### src/rtl/ex_res_driver.sv
// rtl/ex_res_driver.sv - Ex/Mem2 result driver into a one-hot OR-combined slot array
// Mem2 wins, then the holding buffer head, then direct Ex; losing Ex results are queued.
module ex_res_driver #(
  parameter int INPUTNUM = 7,
  parameter int BITWIDTH = 32,
  parameter int MEM2SLOT = 5,
  parameter int BUFDEPTH = 2,
  localparam int SlotW = (INPUTNUM > 1) ? $clog2(INPUTNUM) : 1
) (
  input  logic                               clk,
  input  logic                               rst,
  input  logic                               iExVld,
  input  logic [SlotW-1:0]                   iExSlot,
  input  logic [BITWIDTH-1:0]                iExRes,
  input  logic                               iMem2Vld,
  input  logic [BITWIDTH-1:0]                iMem2Res,
  input  logic                               iFlush,
  output logic [INPUTNUM-1:0][BITWIDTH-1:0]  oExResult,
  output logic                               oResVld,
  output logic [SlotW-1:0]                   oResSlot,
  output logic                               oExStall,
  output logic                               oErr
);

  localparam int PtrW = $clog2(BUFDEPTH);
  localparam int CntW = $clog2(BUFDEPTH + 1);
  localparam logic [SlotW:0]   SlotLimit = (SlotW + 1)'(INPUTNUM);
  localparam logic [SlotW-1:0] Mem2Idx   = SlotW'(MEM2SLOT);
  localparam logic [CntW-1:0]  Depth     = CntW'(BUFDEPTH);

  logic [BITWIDTH-1:0] bufData [BUFDEPTH];
  logic [SlotW-1:0]    bufSlot [BUFDEPTH];
  logic [PtrW-1:0]     rdPtr, wrPtr;
  logic [CntW-1:0]     count;

  logic exIllegal, exLegal, selMem2, selHead, selEx, exPend, push, pop, dropFull, errSet;

  always_comb begin
    exIllegal = iExVld && ((iExSlot == Mem2Idx) || ({1'b0, iExSlot} >= SlotLimit));
    exLegal   = iExVld && !exIllegal;
    selMem2   = iMem2Vld;
    // A flush kills the buffer, so its head must not be forwarded that cycle.
    selHead   = !iMem2Vld && !iFlush && (count != '0);
    selEx     = !iMem2Vld && !iFlush && (count == '0) && exLegal;
    pop       = selHead;
    exPend    = exLegal && !iFlush && !selEx;
    push      = exPend && ((count != Depth) || pop);
    dropFull  = exPend && (count == Depth) && !pop;
    errSet    = (iExVld && !iFlush && exIllegal) || dropFull;
  end

  assign oExStall = (count >= Depth - CntW'(1));

  always_ff @(posedge clk) begin
    if (push) begin
      bufData[wrPtr] <= iExRes;
      bufSlot[wrPtr] <= iExSlot;
    end
  end

  always_ff @(posedge clk or posedge rst) begin
    if (rst) begin
      oExResult <= '0;
      oResVld   <= 1'b0;
      oResSlot  <= '0;
      oErr      <= 1'b0;
      count     <= '0;
      rdPtr     <= '0;
      wrPtr     <= '0;
    end else begin
      oExResult <= '0;
      oResVld   <= 1'b0;
      oResSlot  <= '0;
      if (selMem2) begin
        oExResult[Mem2Idx] <= iMem2Res;
        oResVld            <= 1'b1;
        oResSlot           <= Mem2Idx;
      end else if (selHead) begin
        oExResult[bufSlot[rdPtr]] <= bufData[rdPtr];
        oResVld                   <= 1'b1;
        oResSlot                  <= bufSlot[rdPtr];
      end else if (selEx) begin
        oExResult[iExSlot] <= iExRes;
        oResVld            <= 1'b1;
        oResSlot           <= iExSlot;
      end
      if (errSet) oErr <= 1'b1;
      if (iFlush) begin
        count <= '0;
        rdPtr <= '0;
        wrPtr <= '0;
      end else begin
        count <= count + CntW'(push) - CntW'(pop);
        if (push) wrPtr <= wrPtr + 1'b1;
        if (pop)  rdPtr <= rdPtr + 1'b1;
      end
    end
  end

endmodule

### config.mk
export PLATFORM = sky130hd
export DESIGN_NAME = ex_res_driver
export DESIGN_NICKNAME = d
export VERILOG_FILES = /design/src/rtl/ex_res_driver.sv
export SDC_FILE = /design/constraint.sdc
export NUM_CORES = 1
export LEC_CHECK = 0
export CORE_ASPECT_RATIO = 0.6
export CORE_MARGIN = 5
export CORE_UTILIZATION = 54
export CTS_BUF_LIST = sky130_fd_sc_hd__clkbuf_8
export DETAILED_ROUTE_END_ITERATION = 16
export GPL_TIMING_DRIVEN = 0
export PLACE_DENSITY = 0.85
export SETUP_SLACK_MARGIN = 0.05
export SYNTH_ARGS = -nofsm -noshare
export SYNTH_HDL_FRONTEND = slang
export SYNTH_SLANG_ARGS = --single-unit
### constraint.sdc
create_clock -name clk -period 18.5 [get_ports clk]
set_clock_uncertainty 0.05 [all_clocks]
set_input_delay 2.775 -clock clk [delete_from_list [all_inputs] [get_ports clk]]
set_output_delay 2.775 -clock clk [all_outputs]
set_load 0.01 [all_outputs]
==> results of run 1 <==
-- flip-flops by register name, summed over array words and instances (netlist names) --
signal     flops
rdPtr          1
oExResult    224
oErr           1
bufData       64
wrPtr          1
oResVld        1
count          2
bufSlot        6
oResSlot       3
-- path summary, 6_finish.rpt --
path                                             to  slack [ns]  cells after the start
setup reg to reg                 count[0]$_DFF_PP0_       16.02                     10
min in group asynchronous  oExResult[140]$_DFF_PP0_        2.70                      2
hold reg to reg                    oErr$_DFFE_PP0P_        0.46                      1
hold / removal                     oErr$_DFFE_PP0P_        0.46                      1
setup / recovery                           oExStall       13.06                      5
max in group asynchronous  oExResult[188]$_DFF_PP0_       14.62                      3
-- cell families (layout without fill, tap and decap cells) --
family | count (synthesis) | count (layout)
flops | 303 | 303
compound gates | 234 | 234
simple gates | 129 | 129
buf+inv | 76 | 455
mux | 39 | 39
xor+xnor | 3 | 3
fa+ha+maj | 2 | 2
other cells | 0 | 2
-- metal layers --
metal  global-route usage [%]  share of wire, %
met1                     44.6                40
met2                     47.4                44
met3                     11.3                14
met4                     8.69               2.2
met5                        0             0.034
-- per-stage QoR --
stage / util, % / worst slack [ns] / std cells
after floorplan: - / 9.29 / 786
after global placement: 71.8 / 6.66 / 1359
after detailed placement: 72.3 / 13.05 / 1362
after CTS: 76.3 / 13.17 / 1438
after global routing: 76.3 / 12.98 / 1438
final: 76.3 / 13.06 / 1440
-- report_power, final --
part / switching (uW) / total [uW] / internal (uW)
sequential: 5.72 / 705 / 699
combinational: 108 / 168 / 59.9
clock: 247 / 489 / 242
total: 360 / 1360 / 1000
-- Yosys cell counts (all sizes together), types with 3 or more instances --
master    n
o22ai   193
nand4     5
nand3    73
a41o     32
mux2i     4
and2     32
o21ai     3
nand2     3
clkbuf   47
nor2      7
mux2     35
edfxtp   70
buf      21
dfrtp   233
nor2b     4
inv       6
-- layout make-up --
cell class | instances | share of cell area, %
Clock buffer | 49 | 4.41
Antenna cell | 2 | 0.0328
Buffer | 68 | 1.89
Tap cell | 273 | 2.24
Inverter | 8 | 0.246
Timing Repair Buffer | 303 | 20.2
Multi-Input combinational cell | 407 | 18.3
Clock inverter | 27 | 0.778
Sequential cell | 303 | 51.9
==> summary.log, run 1 <==
qor: outcome.status completed
qor: sta.final-setup-viol-count 0
qor: layout.post-route-cell-area 15300 sq um
qor: layout.share_of_final_layout_standard_cells_stronger_than_drive_strength_1 10.1%
qor: critical_path.worst-endpoint-arrival 2.61 ns
qor: sta.fmax 0.184 GHz
qor: grt.global_route.overflow_total 0
qor: sta.min_period 5.44 ns
qor: routing.num_vias 9155
qor: clock_network.worst_skew_pair_later_pin_latency 0.54 ns
qor: routing.drtAntennaViolNets 0
qor: clock_network.cts_max_level 2
qor: clock_network.clock-root-buffer sky130_fd_sc_hd__clkbuf_8
qor: critical_path.worstPathRequired 15.68 ns
qor: synth.synthArstFlopShare 76.9%
qor: critical_path.cp-start-kind register
qor: synth.post_synth_xor_area_fraction 0.238%
qor: synth.post_synth_fa_ha_maj_area_fraction 0.227%
qor: synth.syn_nets 860
qor: sta.slew_headroom 49.3%
qor: critical_path.timing.critical_path.max_delay_family buffers and inverters
qor: synth.number_of_enable_flip_flop_cells_after_synthesis 70
qor: layout.layout-area-overhead-vs-synth 38.5%
qor: critical_path.reg_to_reg_start count[1]$_DFF_PP0_
qor: synth.synth.yosys.seq_area_share 71.9%
qor: flow_run.max-cap-violations 0
qor: routing.wl 38.2 mm
qor: synth.synth-seq-cells 303
qor: place.dpl.hpwl 26.8 mm
qor: synth.post_synth.cell_area_avg 14.0 sq um
qor: clock_network.clock_sink_total 303
qor: power_and_ir_drop.post_layout_total_power 1360 uW
qor: grt.first_global_vias 9315
qor: clock_network.postCtsResizedCells 0
qor: clock_network.cts_tree built
qor: power_and_ir_drop.pwr_density_cell 89.1 nW/um^2
qor: clock_network.max-clock-path-buffers 3
qor: grt.grt_pass1_wl 56.8 mm
qor: sta.timing.final.crit_share 29.4%
qor: place.placement.cell_area 14500 sq um
qor: synth.ys_types 31
qor: critical_path.crit_chain clkbuf_1, nor2_1, clkinv_1, clkbuf_1, clkdlybuf4s50_1
qor: sta.hold_viol 0
qor: synth.synth_top_family_by_area compound AO/OA/AOI/OAI gates
qor: grt.grt_max_degree 131
qor: layout.layout_commonest_cell sky130_fd_sc_hd__clkdlybuf4s50_1
qor: grt.grt_antenna_before_repair 1
qor: synth.synth-main-ff-cell sky130_fd_sc_hd__dfrtp_1
qor: layout.layout_common_cells sky130_fd_sc_hd__clkdlybuf4s50_1 (300), sky130_fd_sc_hd__dfrtp_1 (233), sky130_fd_sc_hd__o22ai_1 (193)
qor: sta.rsz_0062_raised_after_global_routing false
qor: sta.worstMarginPinSlew 0.761 ns
qor: die.die-height 121 microns
qor: sta.worst_hold_slack 0.456 ns
qor: critical_path.critPathMaxFanout 10
qor: critical_path.worst_path_max_delay_cell sky130_fd_sc_hd__clkdlybuf4s50_1
qor: die.chipWidth 194 microns
qor: die.initial_core_utilization 55.1%
qor: critical_path.critical-path-top-cell-by-count sky130_fd_sc_hd__clkbuf_1
qor: critical_path.timing_startpoint_of_the_critical_path count[1]$_DFF_PP0_
qor: place.place.port_buffers 300
qor: layout.register_area 7930 sq um
qor: routing.first_pass_iters 7
qor: min_path.hold_class register to register
qor: synth.synth.mux.area_fraction 3.94%
qor: synth.yosys-top-cells-area sky130_fd_sc_hd__dfrtp_1 (53%), sky130_fd_sc_hd__edfxtp_1 (19%), sky130_fd_sc_hd__o22ai_1 (11%)
qor: routing.drtIter0Drc 1031
qor: grt.groute.usage.overall 31.7%
qor: die.ioPinCount 302
qor: layout.footprint_of_the_multi_input_gates 2790 sq um
qor: clock_network.postCtsSetupBuffers 0
qor: synth.netlist_instances 786
qor: power_and_ir_drop.power.ir.vdd_worst 0.0522 mV
qor: critical_path.timing.critical_path.to_type output pin
qor: clock_network.cts_made_buffers 43
qor: critical_path.timing.critical_path.slowest_cell_delay 0.70 ns
qor: synth.synth_top_area_cell sky130_fd_sc_hd__dfrtp_1
qor: die.std_cell_rows 40
qor: min_path.timing.hold.worst.start oErr$_DFFE_PP0P_
qor: clock_network.path_clk_slew 0.07 ns
qor: sta.timing_max_transition_violations_final 0
qor: synth.synth.yosys.warnings 0
qor: sta.setup_total_negative_slack 0 ns
qor: power_and_ir_drop.leakage_power 0.00640 uW
qor: synth.synth_area_in_compound_gates 14.4%
qor: layout.fillerInstances 1263
qor: die.core_region_area 20000 sq um
qor: routing.detail_route.drc_violations 0
qor: synth.synth.top_cell.area_share 52.9%
qor: die.die_area 23500 sq um
qor: clock_network.cts.hold.buffers_added 0
qor: synth.simple_gate_fraction_of_synth_area 6.39%
qor: place.place.gp.congestion 0.911
qor: critical_path.critPathKind register to output pin
qor: synth.post_synth_instance_area 11000 sq um
qor: routing.routedWlPerCell 26.6 microns
qor: routing.route.detailed.vias_per_inst 6.36
qor: layout.nNetsFinal 1208
qor: critical_path.number_of_buffer_and_inverter_instances_along_the_worst_setup_path 4
(Power assumes the default switching activity.)
==> inputs of run 2 (changes only) <==
--- a/config.mk
+++ b/config.mk
@@ -7,11 +7,11 @@
 export LEC_CHECK = 0
 export CORE_ASPECT_RATIO = 0.6
 export CORE_MARGIN = 5
-export CORE_UTILIZATION = 54
+export CORE_UTILIZATION = 50
 export CTS_BUF_LIST = sky130_fd_sc_hd__clkbuf_8
 export DETAILED_ROUTE_END_ITERATION = 16
 export GPL_TIMING_DRIVEN = 0
-export PLACE_DENSITY = 0.85
+export PLACE_DENSITY = 0.8
 export SETUP_SLACK_MARGIN = 0.05
 export SYNTH_ARGS = -nofsm -noshare
 export SYNTH_HDL_FRONTEND = slang
==> constraint.sdc (replaced) <==
create_clock -name clk -period 5.3 [get_ports clk]
set_clock_uncertainty 0.05 [all_clocks]
set_input_delay 0.795 -clock clk [delete_from_list [all_inputs] [get_ports clk]]
set_output_delay 0.795 -clock clk [all_outputs]
set_load 0.01 [all_outputs]
==> summary.log, run 2 (synthesized netlist as in run 1, its figures left out) <==
qor: outcome.status completed
qor: sta.hold_viol 0
qor: layout.layout_commonest_cell sky130_fd_sc_hd__clkdlybuf4s50_1
qor: die.initial_core_utilization 50.4%
qor: power_and_ir_drop.pwr_density_cell 312 nW/um^2
qor: routing.num_vias 9137
qor: power_and_ir_drop.leakage_power 0.00645 uW
qor: layout.layout_top_registers oExResult: 224 flops, bufData: 64 flops, bufSlot: 6 flops
qor: critical_path.critical-path-top-cell-by-count sky130_fd_sc_hd__clkbuf_1
qor: layout.post_layout_nonfiller_instances 1458
qor: clock_network.postCtsSetupBuffers 0
qor: critical_path.critPathKind register to output pin
qor: sta.slew_headroom 46.5%
qor: die.chipWidth 202 microns
qor: grt.global_route.overflow_total 0
qor: critical_path.critical_path.reg2reg.endpoint count[0]$_DFF_PP0_
qor: layout.layout_common_cells sky130_fd_sc_hd__clkdlybuf4s50_1 (300), sky130_fd_sc_hd__dfrtp_1 (233), sky130_fd_sc_hd__o22ai_1 (193)
qor: sta.worstMarginPinSlew 0.802 ns
qor: sta.fmax 0.285 GHz
qor: layout.largest_register_ff_count 224
qor: power_and_ir_drop.clock_power_share 36.4%
qor: critical_path.timing.critical_path.to_type output pin
qor: die.core_region_area 21900 sq um
qor: power_and_ir_drop.netSwitchingPower 1280 uW
qor: min_path.hold_class register to register
qor: flow_run.max-cap-violations 0
qor: clock_network.worst_skew_pair_later_pin_latency 0.56 ns
qor: die.die_area 25200 sq um
qor: routing.route.detailed.vias_per_inst 6.27
qor: layout.share_of_final_layout_standard_cells_stronger_than_drive_strength_1 10.2%
qor: place.dpl.hpwl 26.9 mm
qor: min_path.worstHoldEndpoint oErr$_DFFE_PP0P_
qor: layout.layout-area-overhead-vs-synth 39.3%
qor: routing.drtIter0Drc 1024
qor: routing.detail_route.drc_violations 0
qor: clock_network.cts_tree built
qor: critical_path.rrSetupSlack 2.75 ns
qor: power_and_ir_drop.power.sequential.fraction 51.3%
qor: power_and_ir_drop.post_layout_total_power 4800 uW
qor: clock_network.clock_sink_total 303
qor: grt.grt_antenna_before_repair 2
qor: clock_network.postCtsResizedCells 0
qor: routing.met3_wirelength 5.06 mm
qor: place.place.gp.congestion 0.886
qor: layout.nNetsFinal 1213
qor: critical_path.worst_path_max_delay_cell sky130_fd_sc_hd__clkdlybuf4s50_1
qor: critical_path.reg_to_reg_start count[1]$_DFF_PP0_
qor: critical_path.timing.critical_path.slowest_cell_delay 0.70 ns
qor: critical_path.timing.critical_path.max_delay_family buffers and inverters
qor: clock_network.path_clk_slew 0.06 ns
qor: clock_network.cts.hold.buffers_added 0
qor: place.placed_cells 1379
qor: clock_network.max-clock-path-buffers 3
qor: sta.timing.final.crit_share 66.3%
qor: die.die-height 125 microns
qor: min_path.timing.hold.worst_path_depth 1
qor: power_and_ir_drop.combPwrFrac 12.3%
qor: grt.groute.usage.overall 29.4%
qor: sta.final-setup-viol-count 0
qor: routing.drtAntennaViolNets 0
qor: min_path.timing.hold.worst.start oErr$_DFFE_PP0P_
qor: critical_path.reg2regPathDepth 10
qor: place.place.port_buffers 300
qor: critical_path.critPathMaxFanout 10
qor: layout.registers.top_by_ff_count oExResult
qor: sta.rsz_0062_raised_after_global_routing false
qor: critical_path.number_of_buffer_and_inverter_instances_along_the_worst_setup_path 4
qor: grt.grt_max_degree 45
qor: routing.first_pass_iters 5
qor: routing.met2RoutedLength 16.3 mm
qor: sta.worst_hold_slack 0.441 ns
qor: clock_network.cts_made_buffers 44
qor: critical_path.worstPathRequired 4.45 ns
qor: grt.grt_pass1_wl 56.5 mm
qor: power_and_ir_drop.internal-power 3520 uW
qor: routing.top_layer met5
qor: grt.first_global_vias 9123
qor: sta.timing_max_transition_violations_final 0
qor: critical_path.crit_chain clkbuf_1, nor2_1, clkinv_1, clkbuf_1, clkdlybuf4s50_1
qor: critical_path.cp-start-kind register
qor: clock_network.clock-root-buffer sky130_fd_sc_hd__clkbuf_8
qor: routing.wl 38.3 mm
qor: clock_network.cts_max_level 2
qor: power_and_ir_drop.power.share.switching 26.6%
qor: routing.routedWlPerCell 26.3 microns
qor: routing.met1Wirelength 15.7 mm
qor: power_and_ir_drop.power.ir.vdd_worst 0.217 mV
qor: sta.min_period 3.51 ns
qor: critical_path.worst-endpoint-arrival 2.67 ns
qor: die.ioPinCount 302
qor: die.std_cell_rows 42
run 2: changes by cell type in the layout (fill, tap and decap cells not counted), sizes merged:
| cell | previous run | this run |
|---|---|---|
| clkbuf | 96 | 94 |
| buf | 24 | 28 |
| bufinv | 0 | 1 |
| clkinvlp | 4 | 2 |
| inv | 26 | 29 |
| clkinv | 5 | 7 |
| diode | 2 | 1 |
run 2: final cells by class:
| cell class | instances | area (sq um) |
|---|---|---|
| Sequential cell | 303 | 7930 |
| Fill cell | 1498 | 6490 |
| Timing Repair Buffer | 307 | 3160 |
| Multi-Input combinational cell | 407 | 2790 |
| Clock buffer | 47 | 647 |
| Tap cell | 286 | 358 |
| Buffer | 68 | 289 |
| Clock inverter | 31 | 154 |
| Inverter | 8 | 33.8 |
| Antenna cell | 1 | 2.50 |
run 2: worst max path at each step:
stage                       start                       end  cells past startpoint
2_1_floorplan                 rst        count[0]$_DFF_PP0_                      1
3_3_place_gp                  rst   oExResult[23]$_DFF_PP0_                      2
3_5_place_dp             iMem2Vld  bufData[0][12]$_DFFE_PP_                      6
4_1_cts        count[1]$_DFF_PP0_                  oExStall                      5
5_1_grt        count[1]$_DFF_PP0_                  oExStall                      5
6_report       count[1]$_DFF_PP0_                  oExStall                      5
run 2: stage by stage:
stage / util (%) / instance area (sq um) / worst slack [ns] / setup TNS, ns
after detailed placement: 66.6 / 14600 / 1.77 / 0
after global placement: 65.8 / 14400 / -0.175 / -40.44
final: 70.3 / 15400 / 1.79 / 0
after global routing: 70.3 / 15400 / 1.75 / 0
after floorplan: - / 11000 / 1.41 / 0
after CTS: 70.3 / 15400 / 1.83 / 0
run 2: power groups by stage:
stage / Clock (uW) / Combinational, uW / Sequential [uW]
after global routing: 1870 / 625 / 2460
after detailed placement: 0 / 577 / 2500
after floorplan: 0 / 277 / 2520
final: 1750 / 592 / 2460
after CTS: 1760 / 580 / 2460
after global placement: 0 / 551 / 2500
run 2: routing by layer:
metal  global-route usage (%)  vias to the layer above
met5                        0                        -
li1                         -                     3748
met3                     10.1                      108
met2                     41.6                      690
met4                     9.00                        2
met1                     43.5                     4589
